### config.mk
export PLATFORM = sky130hd
export DESIGN_NAME = drac_l15_req_arbiter_flat
export DESIGN_NICKNAME = d
export VERILOG_FILES = /design/src/rtl/drac_l15_req_arbiter_if.sv /design/src/rtl/drac_l15_req_arbiter.sv /design/src/flat_wrapper.sv
export SDC_FILE = /design/constraint.sdc
export NUM_CORES = 1
export LEC_CHECK = 0
export BUFFER_PORTS_ARGS = -buffer_cell sky130_fd_sc_hd__buf_2
export CAP_MARGIN = 20
export CORE_AREA = 2 2 356 358
export CTS_CLUSTER_DIAMETER = 40
export CTS_CLUSTER_SIZE = 12
export DETAILED_ROUTE_END_ITERATION = 6
export DIE_AREA = 0 0 358 360
export PLACE_DENSITY_LB_ADDON = 0.08
export SLEW_MARGIN = 25
export SYNTH_ARGS = -nofsm -noshare
export SYNTH_HDL_FRONTEND = slang
export SYNTH_SLANG_ARGS = --single-unit
### constraint.sdc
create_clock -name clk_i -period 2.4 [get_ports clk_i]
set_input_delay 0.24 -clock clk_i [delete_from_list [all_inputs] [get_ports clk_i]]
set_output_delay 0.24 -clock clk_i [all_outputs]
set_load 0.1 [all_outputs]
### src/rtl/drac_l15_req_arbiter_if.sv
// rtl/drac_l15_req_arbiter_if.sv - request and output stream bundle for the L1.5 request arbiter
interface drac_l15_req_arbiter_if #(
    parameter int NUM_PORTS = 6,
    parameter int PAYLOAD_W = 128
);
    localparam int PID_W = (NUM_PORTS > 1) ? $clog2(NUM_PORTS) : 1;

    logic [NUM_PORTS-1:0]           req_valid_i;
    logic [NUM_PORTS-1:0]           req_ready_o;
    logic [NUM_PORTS-1:0]           req_last_i;
    logic [NUM_PORTS*PAYLOAD_W-1:0] req_payload_i;
    logic                           out_valid_o;
    logic                           out_ready_i;
    logic [PAYLOAD_W-1:0]           out_payload_o;
    logic [PID_W-1:0]               out_portid_o;
    logic                           out_last_o;

    // arbiter side
    modport slave (
        input  req_valid_i, req_last_i, req_payload_i, out_ready_i,
        output req_ready_o, out_valid_o, out_payload_o, out_portid_o, out_last_o
    );

    // requesters plus downstream encoder side
    modport master (
        output req_valid_i, req_last_i, req_payload_i, out_ready_i,
        input  req_ready_o, out_valid_o, out_payload_o, out_portid_o, out_last_o
    );
endinterface

### src/rtl/drac_l15_req_arbiter.sv
// rtl/drac_l15_req_arbiter.sv - fixed-priority request arbiter with grant lock, credits and output buffer (optional DRAC_ARB_ANTI_STARVE_EN)
module drac_l15_req_arbiter #(
    parameter int NUM_PORTS       = 6,
    parameter int PAYLOAD_W       = 128,
    parameter int MAX_OUTSTANDING = 4,
    parameter int STARVE_TH       = 16
) (
    input  logic                                  clk_i,
    input  logic                                  rst_ni,
    drac_l15_req_arbiter_if.slave                 bus,
    input  logic                                  rtrn_done_i,
    output logic [$clog2(MAX_OUTSTANDING+1)-1:0]  credits_o,
    output logic                                  busy_o
);
    localparam int PID_W = (NUM_PORTS > 1) ? $clog2(NUM_PORTS) : 1;
    localparam int CRD_W = $clog2(MAX_OUTSTANDING+1);

    if (MAX_OUTSTANDING < 1 || STARVE_TH < 1) begin : g_bad_cfg
        $error("drac_l15_req_arbiter: MAX_OUTSTANDING and STARVE_TH must be at least 1");
    end

    typedef enum logic [0:0] {ST_IDLE, ST_LOCKED} state_t;

    state_t               r_state;
    state_t               w_state_nxt;
    logic [PID_W-1:0]     r_gnt_q;
    logic [CRD_W-1:0]     r_credits;
    logic                 r_out_valid;
    logic [PAYLOAD_W-1:0] r_out_payload;
    logic [PID_W-1:0]     r_out_portid;
    logic                 r_out_last;

    logic                 w_out_free;
    logic                 w_any_valid;
    logic [PID_W-1:0]     w_fixed_idx;
    logic [PID_W-1:0]     w_winner;
    logic                 w_grant;
    logic                 w_start;
    logic [PID_W-1:0]     w_gnt_idx;
    logic [NUM_PORTS-1:0] w_ready;
    logic [PAYLOAD_W-1:0] w_sel_payload;
    logic                 w_rtrn_eff;

    assign w_out_free  = !r_out_valid || bus.out_ready_i;
    assign w_any_valid = |bus.req_valid_i;

    // lowest-index valid port wins under plain fixed priority
    always_comb begin
        w_fixed_idx = '0;
        for (int p = NUM_PORTS-1; p >= 0; p--) begin
            if (bus.req_valid_i[p]) w_fixed_idx = PID_W'(p);
        end
    end

`ifdef DRAC_ARB_ANTI_STARVE_EN
    localparam int SW = $clog2(STARVE_TH+1);

    logic [SW-1:0]        r_wait [NUM_PORTS];
    logic [NUM_PORTS-1:0] w_starved;
    logic [PID_W-1:0]     w_starve_idx;

    // a valid port whose wait count hit the threshold overrides fixed priority
    always_comb begin
        w_starve_idx = '0;
        for (int p = NUM_PORTS-1; p >= 0; p--) begin
            w_starved[p] = bus.req_valid_i[p] && (r_wait[p] == SW'(STARVE_TH));
            if (w_starved[p]) w_starve_idx = PID_W'(p);
        end
    end

    assign w_winner = (|w_starved) ? w_starve_idx : w_fixed_idx;

    // wait counters advance only in IDLE; a grant clears, LOCKED holds
    always_ff @(posedge clk_i or negedge rst_ni) begin
        if (!rst_ni) begin
            for (int p = 0; p < NUM_PORTS; p++) r_wait[p] <= '0;
        end else if (r_state == ST_IDLE) begin
            for (int p = 0; p < NUM_PORTS; p++) begin
                if (w_grant && (w_gnt_idx == PID_W'(p))) begin
                    r_wait[p] <= '0;
                end else if (bus.req_valid_i[p] && (r_wait[p] != SW'(STARVE_TH))) begin
                    r_wait[p] <= r_wait[p] + SW'(1);
                end
            end
        end
    end
`else
    assign w_winner = w_fixed_idx;
`endif

    // next state and grant decision; LOCKED ignores credits and other ports
    always_comb begin
        w_state_nxt = r_state;
        w_grant     = 1'b0;
        w_start     = 1'b0;
        w_gnt_idx   = r_gnt_q;
        w_ready     = '0;
        case (r_state)
            ST_IDLE: begin
                if (w_out_free && (r_credits != '0) && w_any_valid) begin
                    w_grant            = 1'b1;
                    w_start            = 1'b1;
                    w_gnt_idx          = w_winner;
                    w_ready[w_winner]  = 1'b1;
                    if (!bus.req_last_i[w_winner]) w_state_nxt = ST_LOCKED;
                end
            end
            ST_LOCKED: begin
                if (w_out_free && bus.req_valid_i[r_gnt_q]) begin
                    w_grant           = 1'b1;
                    w_ready[r_gnt_q]  = 1'b1;
                    if (bus.req_last_i[r_gnt_q]) w_state_nxt = ST_IDLE;
                end
            end
            default: w_state_nxt = ST_IDLE;
        endcase
    end

    // payload mux for the granted port
    always_comb begin
        w_sel_payload = '0;
        for (int p = 0; p < NUM_PORTS; p++) begin
            if (w_gnt_idx == PID_W'(p)) w_sel_payload = bus.req_payload_i[p*PAYLOAD_W +: PAYLOAD_W];
        end
    end

    // FSM state and locked port
    always_ff @(posedge clk_i or negedge rst_ni) begin
        if (!rst_ni) begin
            r_state <= ST_IDLE;
            r_gnt_q <= '0;
        end else begin
            r_state <= w_state_nxt;
            if (w_start) r_gnt_q <= w_gnt_idx;
        end
    end

    // returns at full credit are dropped so the counter saturates
    assign w_rtrn_eff = rtrn_done_i && (r_credits != CRD_W'(MAX_OUTSTANDING));

    // credit counter: start consumes, return frees, both together cancel
    always_ff @(posedge clk_i or negedge rst_ni) begin
        if (!rst_ni) begin
            r_credits <= CRD_W'(MAX_OUTSTANDING);
        end else if (w_start && !w_rtrn_eff) begin
            r_credits <= r_credits - CRD_W'(1);
        end else if (!w_start && w_rtrn_eff) begin
            r_credits <= r_credits + CRD_W'(1);
        end
    end

    // one-entry output buffer; reloads in the same cycle it drains
    always_ff @(posedge clk_i or negedge rst_ni) begin
        if (!rst_ni) begin
            r_out_valid   <= 1'b0;
            r_out_payload <= '0;
            r_out_portid  <= '0;
            r_out_last    <= 1'b0;
        end else if (w_grant) begin
            r_out_valid   <= 1'b1;
            r_out_payload <= w_sel_payload;
            r_out_portid  <= w_gnt_idx;
            r_out_last    <= bus.req_last_i[w_gnt_idx];
        end else if (bus.out_ready_i) begin
            r_out_valid   <= 1'b0;
        end
    end

    // a return pulse with every credit already free indicates a protocol error upstream
    a_rtrn_overflow: assert property (@(posedge clk_i) disable iff (!rst_ni)
        !(rtrn_done_i && (r_credits == CRD_W'(MAX_OUTSTANDING))));

    assign bus.req_ready_o   = w_ready & {NUM_PORTS{rst_ni}};
    assign bus.out_valid_o   = r_out_valid;
    assign bus.out_payload_o = r_out_payload;
    assign bus.out_portid_o  = r_out_portid;
    assign bus.out_last_o    = r_out_last;
    assign credits_o         = r_credits;
    assign busy_o            = (r_state != ST_IDLE) || r_out_valid;
endmodule

### src/flat_wrapper.sv
// flat-port wrapper written by rule: the top's interface ports become plain ports
module drac_l15_req_arbiter_flat 
#(
    parameter int NUM_PORTS       = 6,
    parameter int PAYLOAD_W       = 128,
    parameter int MAX_OUTSTANDING = 4,
    parameter int STARVE_TH       = 16
)
  (clk_i, rst_ni, rtrn_done_i, credits_o, busy_o, bus_req_valid_i, bus_req_last_i, bus_req_payload_i, bus_out_ready_i, bus_req_ready_o, bus_out_valid_o, bus_out_payload_o, bus_out_portid_o, bus_out_last_o);
  drac_l15_req_arbiter_if #(.NUM_PORTS(NUM_PORTS), .PAYLOAD_W(PAYLOAD_W)) bus_i ();
  input  logic clk_i;
  input  logic rst_ni;
  input  logic rtrn_done_i;
  output logic [$clog2(MAX_OUTSTANDING+1)-1:0] credits_o;
  output logic busy_o;
  input wire logic [$bits(bus_i.req_valid_i)-1:0] bus_req_valid_i;
  input wire logic [$bits(bus_i.req_last_i)-1:0] bus_req_last_i;
  input wire logic [$bits(bus_i.req_payload_i)-1:0] bus_req_payload_i;
  input wire logic [$bits(bus_i.out_ready_i)-1:0] bus_out_ready_i;
  output wire logic [$bits(bus_i.req_ready_o)-1:0] bus_req_ready_o;
  output wire logic [$bits(bus_i.out_valid_o)-1:0] bus_out_valid_o;
  output wire logic [$bits(bus_i.out_payload_o)-1:0] bus_out_payload_o;
  output wire logic [$bits(bus_i.out_portid_o)-1:0] bus_out_portid_o;
  output wire logic [$bits(bus_i.out_last_o)-1:0] bus_out_last_o;
  assign bus_i.req_valid_i = bus_req_valid_i;
  assign bus_i.req_last_i = bus_req_last_i;
  assign bus_i.req_payload_i = bus_req_payload_i;
  assign bus_i.out_ready_i = bus_out_ready_i;
  assign bus_req_ready_o = bus_i.req_ready_o;
  assign bus_out_valid_o = bus_i.out_valid_o;
  assign bus_out_payload_o = bus_i.out_payload_o;
  assign bus_out_portid_o = bus_i.out_portid_o;
  assign bus_out_last_o = bus_i.out_last_o;
  drac_l15_req_arbiter #(.NUM_PORTS(NUM_PORTS), .PAYLOAD_W(PAYLOAD_W), .MAX_OUTSTANDING(MAX_OUTSTANDING), .STARVE_TH(STARVE_TH)) u_core (.clk_i(clk_i), .rst_ni(rst_ni), .bus(bus_i), .rtrn_done_i(rtrn_done_i), .credits_o(credits_o), .busy_o(busy_o));
endmodule
==> run metrics <==
CTS clk-pin slew, worst paths=0.08 ns; period utilization=1.14; Top FF cell, synth=dfrtp_1; core area=125000 um2; Critical Path RT=2.16 ns; MaxCap Viol Count=0; htree depth=4; Syn Inst Count=1229; PortBufs=926; remaining routing DRC violations=0; Max Freq=roughly 0.37 GHz; dpl cell area=around 20000 um2; grt total ovfl=0; Buf/Inv on CP=4; die area=129000 um2; initial antenna violation count=37; Worst R2R Path Depth=12; Yosys top cell by area=dfrtp_1; dpl ws=-0.453 ns; critical-path maximum fanout=4; fin nets=3302; Slew Viols, Final=0; Clk Latency, worst-skew pair=about 0.51 ns; commonest cells in the netlist=149 x o21ai_0, 139 x dfrtp_1, 123 x o2111ai_1; min-delay worst type=in2reg; Worst Tran Pin Value=~0.73 ns; Die Y=360 um; Area Growth Syn to Fin=148%; largest net degree at the start of global routing=65; initial core utilization=0.0889; Mean Syn Cell Area=9.04 um2; RSZ-0062 raised after global routing=true; Routed WL=119 mm; Fin. Hold Viols=0; delay-heaviest family, CP=compound AO/OA/AOI/OAI gates; vias in the first global route=18800; Rows=130; final setup margin=-0.330 ns; Total GRT Usage=0.176; post-layout min period=2.73 ns; first-pass GRT wire length=156 mm; Finished Cell Area=27600 um2; Seq/Total Area, Yosys=0.316; Area contributors post-synth=dfrtp_1 31%, o2111ai_1 9.7%, o221a_2 9.4%; Routability Congestion=0.904; leading cell type by number of instances after synthesis=o21ai_0; final setup TNS=-29.72 ns; Synth cell types=68; CP Launch Type=register; Slowest-stage cell, CP=dfrtp_2; reg2reg setup slack=-0.33 ns; CP max stage delay=0.46 ns; Max Root-Sink Buffers=2; critical-path cell list=mux2i_2, o32a_1, buf_6, a31oi_4, buf_6, buf_6, nand2_4, a21boi_4, buf_12; vias=16800; Slew headroom=0.517; CP arrival=2.49 ns; final setup vio count=136; Synth async-reset ratio=1.00; status=finished, violations left; CP Capture Type=output port; Ports=927; Post-Syn Nets=2015; Post-synth EDFFs=0; Static Leak=0.0117 uW; maximum VDD drop=approximately 0.0008 V; Min-Delay Path Depth=3; drt pass-1 iters=4; CTS tree=yes; number of buffers created by CTS=17; Ys Warns=0; critical path class=reg2out; top cell type's share of synthesized area=0.313; DR WL/cell=28.4 um; DR iter-0 viols=approximately 780; Die Wd=roughly 360 um; number of vias per cell=between 4 and 5; CP most frequent cell=buf_6; HPWL after detailed placement=roughly 81 mm; Cell Area, Synth=11100 um2; failing checks=setup timing; Synth Register Bits=140; CP Depth=9; Root Buffer=clkbuf_16; layout cells sized above 1=0.732; Worst Clk Skew=around 0.022 ns; antenna viol nets, final=0; pwr/cell area=1780 nW/um2; TritonCTS Sinks=140
## area by class of cell
| class | instances | area, um2 |
|---|---|---|
| multi-input cells | 926 | 9900 |
| well taps | 1650 | 2060 |
| fillers | 13900 | 97300 |
| inverters | 17 | 73.8 |
| repair buffers | 1414 | 11400 |
| clock inverters | 10 | 119 |
| clock buffers | 20 | 457 |
| flip-flops and latches | 140 | 3520 |
| diodes | 13 | 32.5 |
## cells in the final DEF, fill, tap and decap left out, types with 49 or more instances in the layout
| cell type | n |
|---|---|
| o21ai_1 | 51 |
| buf_2 | 919 |
| buf_6 | 55 |
| dlygate4sd3_1 | 122 |
| o221a_2 | 92 |
| o21ai_2 | 56 |
| buf_12 | 77 |
| mux2i_1 | 49 |
| o2111ai_2 | 81 |
| o21ai_0 | 80 |
| buf_4 | 139 |
| dfrtp_1 | 134 |
| buf_16 | 62 |
| a21oi_2 | 53 |
## tightest hold or removal path: cells and delay by family
family,cells,cell delay (ns)
AOI/OAI and AO/OA,2,0.13
buffers and inverters,1,0.13
## worst paths after layout
kind / startpoint / endpoint
max in group asynchronous: rst_ni / u_core.bus.out_payload_o[123]$_DFFE_PN0P_
max reg2reg: u_core.credits_o[2]$_DFFE_PN1P_ / u_core.bus.out_last_o$_DFFE_PN0P_
min reg2reg: u_core.bus.out_portid_o[2]$_DFFE_PN0P_ / u_core.bus.out_portid_o[2]$_DFFE_PN0P_
max: u_core.r_gnt_q[1]$_DFFE_PN0P_ / bus_req_ready_o[1]
min in group asynchronous: rst_ni / u_core.r_gnt_q[1]$_DFFE_PN0P_
min: bus_req_payload_i[739] / u_core.bus.out_payload_o[99]$_DFFE_PN0P_
## through the flow
step                      total power (uW)  hold WS, ns  cells   util
after global routing                 51400      0.00461   4187  0.221
after CTS                            47800    0.0000180   4160  0.212
after global placement               33300        0.217   3869  0.157
after detailed placement             33100        0.218   3869  0.157
final                                49000       0.0300   4190  0.221
after floorplan                      23100      -0.0556   1229      -
## report_power, final
group          internal (uW)  total (uW)  switching, uW
combinational          16500       41400          24900
sequential              3740        4640            908
clock                   1570        3000           1430
total                  21800       49000          27200
## kinds of logic (layout without fill, tap and decap cells)
family                   after synthesis  after routing  synth area share
XOR/XNOR                               3              3           0.00237
buffers and inverters                163           1461            0.0670
other                                  0             13                 0
adder cells (fa/ha/maj)                2              2           0.00293
AO/OA/AOI/OAI                        686            686             0.434
AND/OR/NAND/NOR                       99             99            0.0497
flip-flops                           140            140             0.316
multiplexers                         136            136             0.129
## flip-flops by register name (all words and copies together), names as in the netlist
signal,cells
u_core.bus.out_last_o,1
u_core.r_gnt_q,3
u_core.bus.out_portid_o,3
u_core.bus.out_valid_o,1
u_core.bus.out_payload_o,128
u_core.credits_o,3
u_core.r_state,1
## layer usage
layer,share of wire,wire (um),global-route usage,up-vias
met5,0.0015,174,0,-
met3,0.059,6990,0.0457,149
met1,0.39,46600,0.195,8328
met2,0.52,61800,0.321,717
met4,0.030,3610,0.0607,26
li1,-,-,-,7591
## timing repair
item | in CTS | in global routing
endpoints found under the hold margin | 149 | 0
pin swaps | 206 | 92
hold buffers | 122 | 0
resized for setup | 600 | 202
gates cloned | 53 | 7
endpoints found under the setup margin | 136 | 139
buffers inserted | 101 | 23
Power figures use the tool's default switching activity.
